--- src/rtl/ram_dump_ctrl_if.sv ---
// Bundles the dump command, channel RAM read port and UART byte handshake
// seen by ram_dump_ctrl.
interface ram_dump_ctrl_if #(
    parameter int LOG2 = 9
);
    logic            dump_req;
    logic [2:0]      dump_ch;
    logic [LOG2-1:0] start_addr;
    logic [7:0]      rdataCH1;
    logic [7:0]      rdataCH2;
    logic [7:0]      rdataCH3;
    logic [7:0]      rdataCH4;
    logic [7:0]      rdataCH5;
    logic            resp_sent;
    logic [LOG2-1:0] raddr;
    logic [7:0]      resp;
    logic            send_resp;
    logic            dump_busy;
    logic            dump_done;

    modport slave (
        input  dump_req, dump_ch, start_addr,
        input  rdataCH1, rdataCH2, rdataCH3, rdataCH4, rdataCH5,
        input  resp_sent,
        output raddr, resp, send_resp, dump_busy, dump_done
    );

    modport master (
        output dump_req, dump_ch, start_addr,
        output rdataCH1, rdataCH2, rdataCH3, rdataCH4, rdataCH5,
        output resp_sent,
        input  raddr, resp, send_resp, dump_busy, dump_done
    );
endinterface

--- src/rtl/ram_dump_ctrl.sv ---
// Streams one channel's circular capture RAM to the UART, oldest sample
// first, one byte per resp/send_resp/resp_sent handshake.
module ram_dump_ctrl #(
    parameter int ENTRIES = 384,
    parameter int LOG2    = 9
) (
    input  logic            clk,
    input  logic            rst_n,
    ram_dump_ctrl_if.slave  bus
);
    typedef enum logic [1:0] {IDLE, RD, SEND, WAIT} state_t;

    localparam logic [LOG2-1:0] LAST = LOG2'(ENTRIES - 1);
    localparam logic [LOG2:0]   ENT  = (LOG2 + 1)'(ENTRIES);

    state_t          state_q, state_d;
    logic [2:0]      ch_q, ch_d;
    logic            nak_q, nak_d;
    logic [LOG2-1:0] cnt_q, cnt_d;
    logic [LOG2-1:0] raddr_q, raddr_d;
    logic [7:0]      resp_q, resp_d;
    logic            send_q, send_d;
    logic            busy_q, busy_d;
    logic            done_q, done_d;
    logic [7:0]      rdata_sel;

    always_comb begin
        rdata_sel = 8'hEE;
        case (ch_q)
            3'd1:    rdata_sel = bus.rdataCH1;
            3'd2:    rdata_sel = bus.rdataCH2;
            3'd3:    rdata_sel = bus.rdataCH3;
            3'd4:    rdata_sel = bus.rdataCH4;
            3'd5:    rdata_sel = bus.rdataCH5;
            default: rdata_sel = 8'hEE;
        endcase
    end

    always_comb begin
        state_d = state_q;
        ch_d    = ch_q;
        nak_d   = nak_q;
        cnt_d   = cnt_q;
        raddr_d = raddr_q;
        resp_d  = resp_q;
        busy_d  = busy_q;
        send_d  = 1'b0;
        done_d  = 1'b0;
        case (state_q)
            IDLE: begin
                if (bus.dump_req) begin
                    ch_d    = bus.dump_ch;
                    nak_d   = !(bus.dump_ch inside {[3'd1:3'd5]});
                    raddr_d = ({1'b0, bus.start_addr} >= ENT) ? '0 : bus.start_addr;
                    cnt_d   = '0;
                    busy_d  = 1'b1;
                    state_d = RD;
                end
            end
            RD: state_d = SEND;
            SEND: begin
                resp_d  = nak_q ? 8'hEE : rdata_sel;
                send_d  = 1'b1;
                state_d = WAIT;
            end
            WAIT: begin
                // resp_sent coincident with the send strobe belongs to no byte yet
                if (bus.resp_sent && !send_q) begin
                    if (nak_q || cnt_q == LAST) begin
                        nak_d   = 1'b0;
                        busy_d  = 1'b0;
                        done_d  = 1'b1;
                        state_d = IDLE;
                    end else begin
                        cnt_d   = cnt_q + 1'b1;
                        raddr_d = (raddr_q == LAST) ? '0 : raddr_q + 1'b1;
                        state_d = RD;
                    end
                end
            end
            default: state_d = IDLE;
        endcase
    end

    always_ff @(posedge clk or negedge rst_n) begin
        if (!rst_n) begin
            state_q <= IDLE;
            ch_q    <= '0;
            nak_q   <= 1'b0;
            cnt_q   <= '0;
            raddr_q <= '0;
            resp_q  <= 8'h00;
            send_q  <= 1'b0;
            busy_q  <= 1'b0;
            done_q  <= 1'b0;
        end else begin
            state_q <= state_d;
            ch_q    <= ch_d;
            nak_q   <= nak_d;
            cnt_q   <= cnt_d;
            raddr_q <= raddr_d;
            resp_q  <= resp_d;
            send_q  <= send_d;
            busy_q  <= busy_d;
            done_q  <= done_d;
        end
    end

    assign bus.raddr     = raddr_q;
    assign bus.resp      = resp_q;
    assign bus.send_resp = send_q;
    assign bus.dump_busy = busy_q;
    assign bus.dump_done = done_q;
endmodule

--- src/flat_wrapper.sv ---
// flat-port wrapper written by rule: the top's interface ports become plain ports
module ram_dump_ctrl_flat 
#(
    parameter int ENTRIES = 384,
    parameter int LOG2    = 9
)
  (clk, rst_n, bus_dump_req, bus_dump_ch, bus_start_addr, bus_rdataCH1, bus_rdataCH2, bus_rdataCH3, bus_rdataCH4, bus_rdataCH5, bus_resp_sent, bus_raddr, bus_resp, bus_send_resp, bus_dump_busy, bus_dump_done);
  ram_dump_ctrl_if #(.LOG2(LOG2)) bus_i ();
  input  logic clk;
  input  logic rst_n;
  input wire logic [$bits(bus_i.dump_req)-1:0] bus_dump_req;
  input wire logic [$bits(bus_i.dump_ch)-1:0] bus_dump_ch;
  input wire logic [$bits(bus_i.start_addr)-1:0] bus_start_addr;
  input wire logic [$bits(bus_i.rdataCH1)-1:0] bus_rdataCH1;
  input wire logic [$bits(bus_i.rdataCH2)-1:0] bus_rdataCH2;
  input wire logic [$bits(bus_i.rdataCH3)-1:0] bus_rdataCH3;
  input wire logic [$bits(bus_i.rdataCH4)-1:0] bus_rdataCH4;
  input wire logic [$bits(bus_i.rdataCH5)-1:0] bus_rdataCH5;
  input wire logic [$bits(bus_i.resp_sent)-1:0] bus_resp_sent;
  output wire logic [$bits(bus_i.raddr)-1:0] bus_raddr;
  output wire logic [$bits(bus_i.resp)-1:0] bus_resp;
  output wire logic [$bits(bus_i.send_resp)-1:0] bus_send_resp;
  output wire logic [$bits(bus_i.dump_busy)-1:0] bus_dump_busy;
  output wire logic [$bits(bus_i.dump_done)-1:0] bus_dump_done;
  assign bus_i.dump_req = bus_dump_req;
  assign bus_i.dump_ch = bus_dump_ch;
  assign bus_i.start_addr = bus_start_addr;
  assign bus_i.rdataCH1 = bus_rdataCH1;
  assign bus_i.rdataCH2 = bus_rdataCH2;
  assign bus_i.rdataCH3 = bus_rdataCH3;
  assign bus_i.rdataCH4 = bus_rdataCH4;
  assign bus_i.rdataCH5 = bus_rdataCH5;
  assign bus_i.resp_sent = bus_resp_sent;
  assign bus_raddr = bus_i.raddr;
  assign bus_resp = bus_i.resp;
  assign bus_send_resp = bus_i.send_resp;
  assign bus_dump_busy = bus_i.dump_busy;
  assign bus_dump_done = bus_i.dump_done;
  ram_dump_ctrl #(.ENTRIES(ENTRIES), .LOG2(LOG2)) u_core (.clk(clk), .rst_n(rst_n), .bus(bus_i));
endmodule
--- config.mk ---
export PLATFORM = sky130hd
export DESIGN_NAME = ram_dump_ctrl_flat
export DESIGN_NICKNAME = d
export VERILOG_FILES = /design/src/rtl/ram_dump_ctrl_if.sv /design/src/rtl/ram_dump_ctrl.sv /design/src/flat_wrapper.sv
export SDC_FILE = /design/constraint.sdc
export NUM_CORES = 1
export LEC_CHECK = 0
export CORE_MARGIN = 4
export CORE_UTILIZATION = 41
export DETAILED_ROUTE_END_ITERATION = 8
export GPL_ROUTABILITY_DRIVEN = 0
export GPL_TIMING_DRIVEN = 0
export PLACE_DENSITY = 0.83
export SLEW_MARGIN = 20
export SYNTH_ARGS = -nofsm -noshare
export SYNTH_HDL_FRONTEND = slang
export SYNTH_SLANG_ARGS = --single-unit
--- constraint.sdc ---
create_clock -name clk -period 2.1 [get_ports clk]
set_clock_uncertainty 0.2 [all_clocks]
set_input_delay 0.42 -clock clk [delete_from_list [all_inputs] [get_ports clk]]
set_output_delay 0.42 -clock clk [all_outputs]
set_load 0.01 [all_outputs]
; ---- Word-level counts from Yosys, hierarchy flattened
; Cells that the tools add are included.
[totals]
output_inout_bits = 20
memories = 0
elab_cells = 65
inputBits = 56
ramBits = 0
ff_bits = 35
rom_bits = 0
latchBits = 0
[classes]
mul = 0
n_mux = 26
add_sub_neg = 2
n_bitwise = 0
n_reduce_logical = 11
n_shift = 0
div_mod_pow = 0
n_lt_le_gt_ge = 3
n_eq_ne = 14
[ops]
columns = operator, count
row1 = $mux 9, 8
row2 = $pmux 8 s5, 1
row3 = $pmux 9 s2, 2
row4 = $add 9x1->9 const B, 2
row5 = $eq 9x9->1 const B, 2
row6 = $ge 9x9->1 const B, 1
row7 = $mux 1, 9
row8 = $mux 8, 1
row9 = $pmux 2 s4, 1
row10 = $reduce_and 4->1, 2
row11 = $eq 3x2->1 const B, 2
row12 = $eq 3x3->1 const B, 2
row13 = $eq 2x2->1 const B, 2
row14 = $mux 2, 2
row15 = $ne 2x1->1 const B, 2
row16 = $ne 2x2->1 const B, 2
row17 = $pmux 1 s2, 2
row18 = $reduce_and 2->1, 2
row19 = $eq 3x1->1 const B, 1
row20 = $ge 3x1->1 const B, 1
row21 = $le 3x3->1 const B, 1
row22 = $eq 2x1->1 const B, 1
row23 = $logic_and 1x1->1, 2
row24 = $logic_not 1->1, 2
row25 = 3 further kinds, 3

; ---- Depth between registers and ports, before layout
; Gate-level depths: netlist (run 1).
[depth]
word_depth = 5
ltp_mapped = 8
ltp_nobuf = 7

; ---- Worst setup path after synthesis (run 1)
; Ideal clock, no wire load.
[synth_timing]
path_kind = flip-flop to flip-flop
startpoint = register u_core.cnt_q[0]
endpoint = register u_core.raddr_q[2] (netlist: u_core.bus.raddr[2])
setup_time_ns = 0.126
slack_ns = 0.087
stages_incl_launch_ff = 7
n_path_buf = 1
period_less_slack_ns = 2.013
t_required_ns = 1.774
t_arrival_ns = 1.687
cell_sequence = dfrtp_1 -> ha_1 -> and4_4 -> a41oi_4 -> a21oi_4 -> buf_6 -> a221o_1
[synth_between]
elab_chain_cells = 4
[synth_lines]
columns = element, line
row1 = "start, declared", ram_dump_ctrl.sv:19  ; logic [LOG2-1:0] cnt_q, cnt_d;
row2 = "start signal, assigned", ram_dump_ctrl.sv:100  ; cnt_q <= cnt_d;
row3 = $eq 9x9->1, ram_dump_ctrl.sv:69  ; if (nak_q || cnt_q == LAST) begin
row4 = $logic_or 1x1->1, ram_dump_ctrl.sv:69
row5 = $ne 2x2->1 (no source line), n/a
row6 = $reduce_and 4->1 (no source line), n/a
row7 = "end signal, assigned", ram_dump_ctrl.sv:101  ; raddr_q <= raddr_d;
row8 = "end, declared", ram_dump_ctrl.sv:20  ; logic [LOG2-1:0] raddr_q, raddr_d;
; No other way between the ends.
; A chain may end at the register's enable or synchronous reset.

; ---- Worst setup path after layout (run 1)
[layout_timing]
startpoint = register u_core.cnt_q[0]
endpoint = register u_core.raddr_q[6] (netlist: u_core.bus.raddr[6])
; Same word-level chain as after synthesis.

==> results of run 1 <==
state kept, by name (all words and copies together), names as in the netlist:
register and flops:
u_core.bus.dump_done 1, u_core.bus.raddr 9, u_core.cnt_q 9, u_core.bus.send_resp 1, u_core.bus.resp 8, u_core.ch_q 3, u_core.nak_q 1, u_core.state_q 2
u_core.bus.dump_busy 1
cells in the final DEF (no fill, tap or decap), types with 3 or more instances in the layout:
cell,count
a21o_1,4
a21oi_1,14
a221o_1,3
a221oi_1,4
a22oi_1,4
a31oi_1,6
a32oi_1,6
and2_1,3
and3_1,4
buf_2,4
buf_4,5
clkbuf_2,4
clkbuf_8,5
clkdlybuf4s50_1,74
dfrtp_1,35
inv_1,8
mux2_2,10
mux2i_1,7
nand2_1,16
nand2b_1,4
nand3_1,7
nor2_1,15
nor2_2,3
nor2b_1,4
o21ai_0,21
o31ai_1,4
how the worst min path moves through the flow:
stage	from	endpoint	slack, ps	cells past startpoint
floorplan	rst_n	u_core.bus.dump_busy	-80	0
detailed placement	rst_n	u_core.bus.raddr[1]	160	1
global placement	u_core.bus.resp[5]	u_core.bus.resp[5]	260	1
global route	u_core.bus.resp[2]	u_core.bus.resp[2]	310	1
CTS	u_core.bus.resp[2]	u_core.bus.resp[2]	290	1
finish	u_core.bus.resp[2]	u_core.bus.resp[2]	290	1
final cells by class:
cell class	instances	share of cell area [%]
inverters	9	1.042
clock buffers	5	2.122
flip-flops and latches	35	27.01
multi-input cells	178	38.81
clock inverters	3	1.350
well taps	70	2.701
repair buffers	82	25.31
plain buffers	10	1.659
metal layers:
layer | vias to the layer above | GRT usage [%] | share of wire (%)
li1 | 1053 | - | -
met1 | 999 | 23.47 | 41
met2 | 99 | 34.93 | 47
met3 | 4 | 6.054 | 11
met4 | 0 | 3.885 | 0.72
met5 | - | 0 | 0
what timing repair did:
action                                  CTS  global route
hold buffers                              1             0
pin swaps                                 1             0
gates resized for setup                   6            16
hold endpoints to repair                 14             0
setup buffers                             2             3
endpoints found under the setup margin   19            21
metrics by stage:
stage | power, mW | hold slack (ps) | util, % | cells | TNS (ps)
after CTS | 3.942 | 292.8 | 62.05 | 389 | -13.88
after detailed placement | 3.267 | 158.7 | 59.09 | 378 | -2896
final | 4.044 | 285.8 | 63.50 | 392 | 0
after floorplan | 2.460 | -75.59 | - | 232 | 0
after global routing | 4.357 | 314.7 | 63.50 | 392 | -35.66
after global placement | 3.204 | 260.3 | 58.65 | 377 | -15300
synth_stat cells (3+ instances only):
library cell and instances:
a21o_1 4, inv_1 9, nor2b_1 5, a31oi_1 6
and2_1 3, a221oi_1 4, buf_2 3, mux2i_1 7
a21oi_1 14, dfrtp_1 35, o21ai_0 22, nand2_1 18
ha_1 5, a221o_1 3, and3_1 4, clkbuf_1 5
nand2b_1 4, nand3_1 7, a22oi_1 4, mux2_2 10
nor2_1 19, o31ai_1 4, a32oi_1 6
critical path, cell delays in order (launching register included):
cell and delay, ps:
dfrtp_1 390, ha_2 210, and4_4 270, a41oi_4 130, a21oi_4 220, buf_6 170, nor2_1 50, a221o_1 250
cell families after synthesis:
family | count (synthesis) | share of synthesized area [%]
compound gates | 80 | 25.93
xor+xnor | 1 | 0.4061
fa+ha+maj | 5 | 2.900
buf+inv | 19 | 3.886
flops | 35 | 40.60
mux | 17 | 8.469
simple gates | 75 | 17.81
report_power, final:
part / internal, mW / total [mW] / switching (mW)
Clock: 0.353 / 0.600 / 0.246
Sequential: 0.929 / 1.20 / 0.275
Combinational: 1.13 / 2.24 / 1.11
Total: 2.41 / 4.04 / 1.63
==> impl_metrics.ini, run 1 <==
[run_status]
status = completed

[layout]
fin_nets = 382
seqCellArea_um2 = 875.8
n_antenna_cell = 0
post_route_cells_drive_above_1_share_pct = 15.22
multi_input_area_um2 = 1259
fillerInstances = 435
syn_to_final_growth_pct = 50.35
finalInstanceArea_um2 = 3243

[clock_network]
cts_buffers = 5
h-tree-depth = 2
cts-root-buf = clkbuf_8
clock_sinks = 35
cts_tree = built
cts_buffer_depth = 2
clock_latency_ps = 290
clkTransAtPathRegs_ps = 70

[worst_setup_path]
crit_type = reg -> reg
cp.arrival_ps = 1990
cp-startpoint = u_core.cnt_q[0]
required_ps = 2070
startpoint_type = flip-flop
endpoint = u_core.bus.raddr[6]
critPathMaxFanout = 10
crit_path_end_kind = flip-flop
timing.rr.end = u_core.bus.raddr[6]
r2r-start = u_core.cnt_q[0]
rrSetupSlack_ps = 80
reg2regPathDepth = 7

[pwr]
vdd_ir_drop_max_mv = 0.6953
p_leak_nw = 1.327
power_density_nw_per_um2 = 1247

[yosys]
yosysWarnings = 0
synth_top_area_share_pct = 40.60
ys.flop_type = dfrtp_1
yosysTopAreaCell = dfrtp_1
synth_area_um2 = 2157
synth-edff-count = 0
netlist-cell-type-count = 45
ys_ff_latch = 35
synth.area.top_cells = dfrtp_1, mux2_2, o21ai_0
syn_avg_cell_area_um2 = 9.298
mappedNetlistNets = 293
synthArstFlopShare_pct = 100.0
synth_seq_area_share_pct = 40.60
syn_inst = 232

[sta]
fin_crit_sh_pct = 96.07
timing.slew.headroom_pct = 66.83
fmax_ghz = 0.4956
setup_viol_count_final = 0
fin_crit_ps = 2018
final-hold-violation-count = 0
tightestPinTransition_ps = 497.5
timing.final.ws_setup_ps = 82.44
timing.final.max_slew_violations = 0

[die]
start_util_pct = 42.23
die_h_um = 80.54
core_area_um2 = 5107
num_rows = 26
die_x_um = 80.54
die_area_um2 = 6486
io_pins = 76

[place]
dp_slack_ps = -259.0
place_area_um2 = 3018
dp_hpwl_um = 4687
portBuffers = 75

[grt]
grt_max_degree = 22
track_usage_pct = 19.72
first_global_vias = 2167
grt_pass1_wl_um = 10160
grt_overflow = 0
antenna_found_initial = 0

[routing]
via_count = 2155
routed_wl_um = 6272
drtAntennaViolNets = 0
viasPerCell = 5.497
wl_per_cell_um = 16.00
dr.pass1.iters = 4
drc_errors = 0
drtIter0Drc = 116

[worst_hold_path]
hp-class = reg -> reg

[run]
maxCapViolCount = 0
Power figures use the tool's default switching activity.
==> inputs of run 2 (changes only) <==
--- a/config.mk
+++ b/config.mk
@@ -10,6 +10,7 @@
 export DETAILED_ROUTE_END_ITERATION = 8
 export GPL_ROUTABILITY_DRIVEN = 0
 export GPL_TIMING_DRIVEN = 0
+export HOLD_SLACK_MARGIN = 0.06
 export PLACE_DENSITY = 0.83
 export SLEW_MARGIN = 20
 export SYNTH_ARGS = -nofsm -noshare
==> constraint.sdc (replaced) <==
create_clock -name clk -period 1.8 [get_ports clk]
set_clock_uncertainty 0.2 [all_clocks]
set_input_delay 0.36 -clock clk [delete_from_list [all_inputs] [get_ports clk]]
set_output_delay 0.36 -clock clk [all_outputs]
set_load 0.01 [all_outputs]
==> run 2 against run 1 <==
The run now ends with setup timing left. Flip-flop and latch count did not move. Maximum frequency rose by 1.3%. Combinational power rose by 47%. Critical path depth did not move. Sequential share of layout area fell by 2.5 points. Sequential power rose by 15%. Die area did not move. Core utilization rose by 6.8 points. Worst setup slack got worse by 270 ps. Largest power group unchanged. Highest routed layer unchanged.
==> impl_metrics.ini, run 2 (synthesized netlist as in run 1, its figures left out) <==
[worst_hold_path]
hp-class = reg -> reg

[pwr]
power_density_nw_per_um2 = 1463
p_leak_nw = 1.535
vdd_ir_drop_max_mv = 0.9240

[die]
start_util_pct = 42.23
die_area_um2 = 6486
die_x_um = 80.54
num_rows = 26
die_h_um = 80.54
core_area_um2 = 5107
io_pins = 76

[worst_setup_path]
startpoint_type = flip-flop
cp.depth = 7
rrSetupSlack_ps = -190
critPathMaxStageDelay_ps = 410
cp.buffers_inverters = 1
cp_top_family = simple AND/OR/NAND/NOR gates
cp_slowest_cell = dfrtp_1
required_ps = 1830
crit_path_end_kind = flip-flop
cp.arrival_ps = 2030
reg2regPathDepth = 7
cp-startpoint = u_core.cnt_q[1]
timing.rr.end = u_core.bus.raddr[6]
crit_type = reg -> reg
worstPathCellList = ha_4 -> and4_4 -> buf_6 -> a41o_1 -> nor4_1 -> a21o_1 -> a221o_1
endpoint = u_core.bus.raddr[6]
r2r-start = u_core.cnt_q[1]
critPathMaxFanout = 3

[run]
maxCapViolCount = 0

[sta]
timing.final.ws_setup_ps = -192.5
fmax_ghz = 0.5019
setup-tns-final_ps = -1212
timing.slew.headroom_pct = 68.67
rsz0062_at_grt = true
fin_crit_ps = 1992
tightestPinTransition_ps = 470.0
fin_crit_sh_pct = 110.7
timing.final.max_slew_violations = 0
final-hold-violation-count = 0
setup_viol_count_final = 17

[grt]
track_usage_pct = 21.28
grt_overflow = 0
antenna_found_initial = 0
first_global_vias = 2316
grt_pass1_wl_um = 10820
grt_max_degree = 20

[place]
dp_slack_ps = -431.7
portBuffers = 75
dp_hpwl_um = 4731

[clock_network]
h-tree-depth = 2
cts_tree = built
clock_latency_ps = 290
clkTransAtPathRegs_ps = 80
clock_sinks = 35
cts-root-buf = clkbuf_8
cts_buffers = 5
cts_buffer_depth = 2

[routing]
via_count = 2339
routed_wl_um = 7024
wl_per_cell_um = 16.88
drtAntennaViolNets = 0
drc_errors = 0
viasPerCell = 5.623
dr.pass1.iters = 4
drtIter0Drc = 121

[layout]
post_route_cells_drive_above_1_share_pct = 28.61
final_common_cell = clkdlybuf4s50_1
fin_nets = 407
final_core_util_pct = 70.28
syn_to_final_growth_pct = 66.42
mostFrequentLayoutCells = clkdlybuf4s50_1, dfrtp_1, buf_4
n_antenna_cell = 0

[run_status]
violations = setup timing
status = finished with violations
[run 2: power breakdown]
group	total (mW)	internal (mW)	switching, mW
logic	3.29	1.70	1.59
registers	1.38	1.09	0.286
clock network	0.584	0.300	0.284
[run 2: through the flow]
step | area [um2] | power [mW] | hold WS (ps) | instances
final | 3590 | 5.251 | 279.5 | 416
after global placement | 3005 | 3.762 | 260.7 | 377
after floorplan | 2167 | 2.882 | -135.6 | 232
after detailed placement | 3028 | 3.845 | 144.2 | 378
after CTS | 3344 | 4.829 | 288.3 | 401
after global routing | 3590 | 5.616 | 315.1 | 416
[run 2: routing by layer]
layer	wire (um)	track usage, %	vias to the layer above
met4	114	6.419	0
met5	0	0	-
met3	767	5.942	14
met1	2724	24.33	1103
met2	3417	38.25	122
li1	-	-	1100
[run 2: cell type report]
type,count,area [um2]
buffer,10,82.58
clock inverter,1,5.005
inverter,9,33.78
tap,70,87.58
sequential,35,880.8
fill,383,1518
timing repair buffer,107,1030
clock buffer,6,82.58
multi-input combinational,178,1388
[run 2: timing repair]
item                                    4_1_cts  5_1_grt
endpoints found under the hold margin        16        0
pin swaps                                    10       11
cloned                                        1        0
hold buffers                                  1        0
buffers inserted                             14       15
resized for setup                            36       52
endpoints found under the setup margin       34       35
[run 2: how the worst min path moves through the flow]
stage / start / to / slack, ps / depth (start not counted)
4_1_cts: u_core.bus.resp[5] / u_core.bus.resp[5] / 290 / 1
3_5_place_dp: rst_n / u_core.cnt_q[0] / 140 / 1
5_1_grt: u_core.bus.resp[6] / u_core.bus.resp[6] / 320 / 1
3_3_place_gp: u_core.bus.resp[5] / u_core.bus.resp[5] / 260 / 1
6_report: u_core.bus.resp[5] / u_core.bus.resp[5] / 280 / 1
2_1_floorplan: rst_n / u_core.bus.dump_busy / -140 / 0
==> edit (config.mk and constraints of run 2) <==
One comparison of `cnt_q` changes from == to >=.
--- a/src/rtl/ram_dump_ctrl.sv
+++ b/src/rtl/ram_dump_ctrl.sv
@@ -67,5 +67,5 @@
                 // resp_sent coincident with the send strobe belongs to no byte yet
                 if (bus.resp_sent && !send_q) begin
-                    if (nak_q || cnt_q == LAST) begin
+                    if (nak_q || cnt_q >= LAST) begin
                         nak_d   = 1'b0;
                         busy_d  = 1'b0;
Behaviour: no difference found for any inputs over 10 cycles, from zero or initial values and one cycle with rst_n low; that may be too few to reach the edited logic, so the function may still have changed.
==> edit against run 2 <==
Global-route usage grew 1.3 points; total power grew 8.9%; the run still ends with setup timing left; routed wire length grew 15%; critical path depth shrank 1; setup slack lost 0.11 ns; sequential cell count is the same; utilization grew 1.2 points; design area grew 1.7%; area after synthesis grew 0.29%; clock power grew 12%.
==> edit: results (changes against run 2) <==
<table>
<tr><th>Metric</th><th>Value</th></tr>
<tr><th colspan="2">Critical path</th></tr>
<tr><td>RR Endpoint</td><td>u_core.bus.raddr[2]</td></tr>
<tr><td>Start of the worst register-to-register path</td><td>u_core.state_q[1]</td></tr>
<tr><td>Reg2Reg Depth</td><td>6 (-1)</td></tr>
<tr><td>Critical Path Fanout Max</td><td>7 (+4)</td></tr>
<tr><th colspan="2">Detailed routing</th></tr>
<tr><td>Wire length the detailed router placed on met1</td><td>3.21 mm (+18%)</td></tr>
<tr><td>Wirelength, routed</td><td>8.04 mm (+15%)</td></tr>
<tr><td>First-pass iteration count of the detailed router</td><td>5 (+1)</td></tr>
<tr><td>Met2 routed wirelength</td><td>4.13 mm (+21%)</td></tr>
<tr><td>Met3 wire length</td><td>443 um (-42%)</td></tr>
<tr><td>Vias/cell</td><td>5.94 (+5.6%)</td></tr>
<tr><td>Violation count after the first detailed-routing iteration</td><td>249 (+110%)</td></tr>
<tr><th colspan="2">Run status</th></tr>
<tr><td>Failing checks</td><td>setup timing</td></tr>
<tr><td>Status</td><td>finished, violations left</td></tr>
<tr><th colspan="2">Synthesis</th></tr>
<tr><td>Unique masters post-synth</td><td>43 (-4.4%)</td></tr>
<tr><td>Top cell types by occurrence after synthesis</td><td>dfrtp_1 (35), nand2_1 (29), o21ai_0 (17)</td></tr>
<tr><td>Cells taking the most area after synthesis</td><td>dfrtp_1 (40%), nand2_1 (5.0%), o21ai_0 (3.9%)</td></tr>
<tr><td>Mean post-synth cell area</td><td>9.01 um2 (-3.1%)</td></tr>
<tr><td>Post-synthesis net count</td><td>301 (+2.7%)</td></tr>
<tr><td>Portion of the post-synthesis area used by sequential elements</td><td>40.5% (-0.12 points)</td></tr>
<tr><th colspan="2">Power and ir drop</th></tr>
<tr><td>Largest vdd supply drop</td><td>0.000837 V (-9.4%)</td></tr>
<tr><td>Design internal power</td><td>3.26 mW (+5.5%)</td></tr>
<tr><td>Static Leakage</td><td>1.50 nW (-2.4%)</td></tr>
<tr><th colspan="2">GRT</th></tr>
<tr><td>Maximum number of pins on one net before global-route repair</td><td>26 (+30%)</td></tr>
<tr><td>Global-route wire length before repair</td><td>11.2 mm (+3.1%)</td></tr>
<tr><td>Vias in the first global route</td><td>2270 (-2.0%)</td></tr>
<tr><th colspan="2">Layout</th></tr>
<tr><td>Layout Nets</td><td>417 (+2.5%)</td></tr>
<tr><td>Final antenna diode count</td><td>0 (unchanged)</td></tr>
<tr><th colspan="2">STA</th></tr>
<tr><td>Hold slack</td><td>0.273 ns (-0.00623 ns)</td></tr>
<tr><td>Post-route setup slack</td><td>-0.301 ns (-0.109 ns)</td></tr>
<tr><td>Number of failing setup endpoints in the final timing report</td><td>21 (+4)</td></tr>
<tr><td>Max-slew headroom</td><td>67.0% (-1.6 points)</td></tr>
<tr><th colspan="2">Placed design</th></tr>
<tr><td>HPWL after detailed placement</td><td>4.91 mm (+3.7%)</td></tr>
<tr><td>Worst setup slack before clock tree synthesis</td><td>-0.690 ns (-0.258 ns)</td></tr>
</table>
[edit: cell types whose count changed after synthesis, moves of 4 or more]
cell,delta
a32oi_1,-4
nand2_1,+11
nand3_1,+4
o32a_1,+5
a21o_1,-4
o21ai_0,-5
[edit: layout make-up]
cell class,instances,area [um2]
Inverter,9,36.3
Timing Repair Buffer,108,1030
Fill cell,353,1460
Buffer,9,75.1
Sequential cell,35,886
Multi-Input combinational cell,188,1430
Clock buffer,8,100
Tap cell,70,87.6
[edit: layer usage]
layer	vias up	GRT usage (%)
met1	1228	28.7
met5	-	0
met2	134	39.0
met4	0	6.76
met3	32	3.81
li1	1141	-
[edit: worst max-delay path by stage]
stage                               end              start
floorplan               u_core.cnt_q[2]  u_core.state_q[0]
global placement    u_core.bus.raddr[2]      bus_resp_sent
detailed placement      u_core.cnt_q[7]      bus_resp_sent
CTS                     u_core.cnt_q[7]  u_core.state_q[0]
global route            u_core.cnt_q[7]  u_core.state_q[1]
finish              u_core.bus.raddr[2]  u_core.state_q[1]
[edit: critical path: stages, from the launching register on]
cell     delay, ns
dfrtp_2       0.44
ha_4          0.21
and2b_2       0.26
a21oi_4       0.05
a211o_4       0.36
buf_6         0.15
a221o_1       0.32
[edit: kinds of logic (layout without fill, tap and decap cells)]
logic type / after synthesis / in the layout / share of synthesized area (%)
AOI/OAI and AO/OA: 75 / 76 / 24.9
adders and majority gates: 5 / 5 / 2.89
buffers and inverters: 18 / 134 / 3.30
DFF: 35 / 35 / 40.5
muxes: 15 / 15 / 7.35
and+or+nand+nor: 92 / 92 / 21.1
[edit: repair_timing]
item	4_1_cts	5_1_grt
endpoints found under the hold margin	35	0
gates cloned	2	0
gates resized for setup	34	48
hold buffers	1	0
setup buffers	20	13
pin swaps	7	16
endpoints found under the setup margin	37	31
[edit: power by group through the flow]
stage               Combinational [mW]  Sequential, mW  Clock [mW]
floorplan                         1.56            1.41           0
global placement                  2.50            1.39           0
detailed placement                2.56            1.39           0
CTS                               3.06            1.35       0.639
global route                      3.89            1.45       0.687
finish                            3.66            1.40       0.653
[edit: per-stage QoR]
stage	instance area, um2	utilization [%]	setup TNS [ns]
after global routing	3650	71.5	-5.08
after floorplan	2190	-	-2.17
after global placement	3030	59.2	-33.33
after detailed placement	3040	59.5	-13.46
after CTS	3370	66.0	-3.63
final	3650	71.5	-4.08
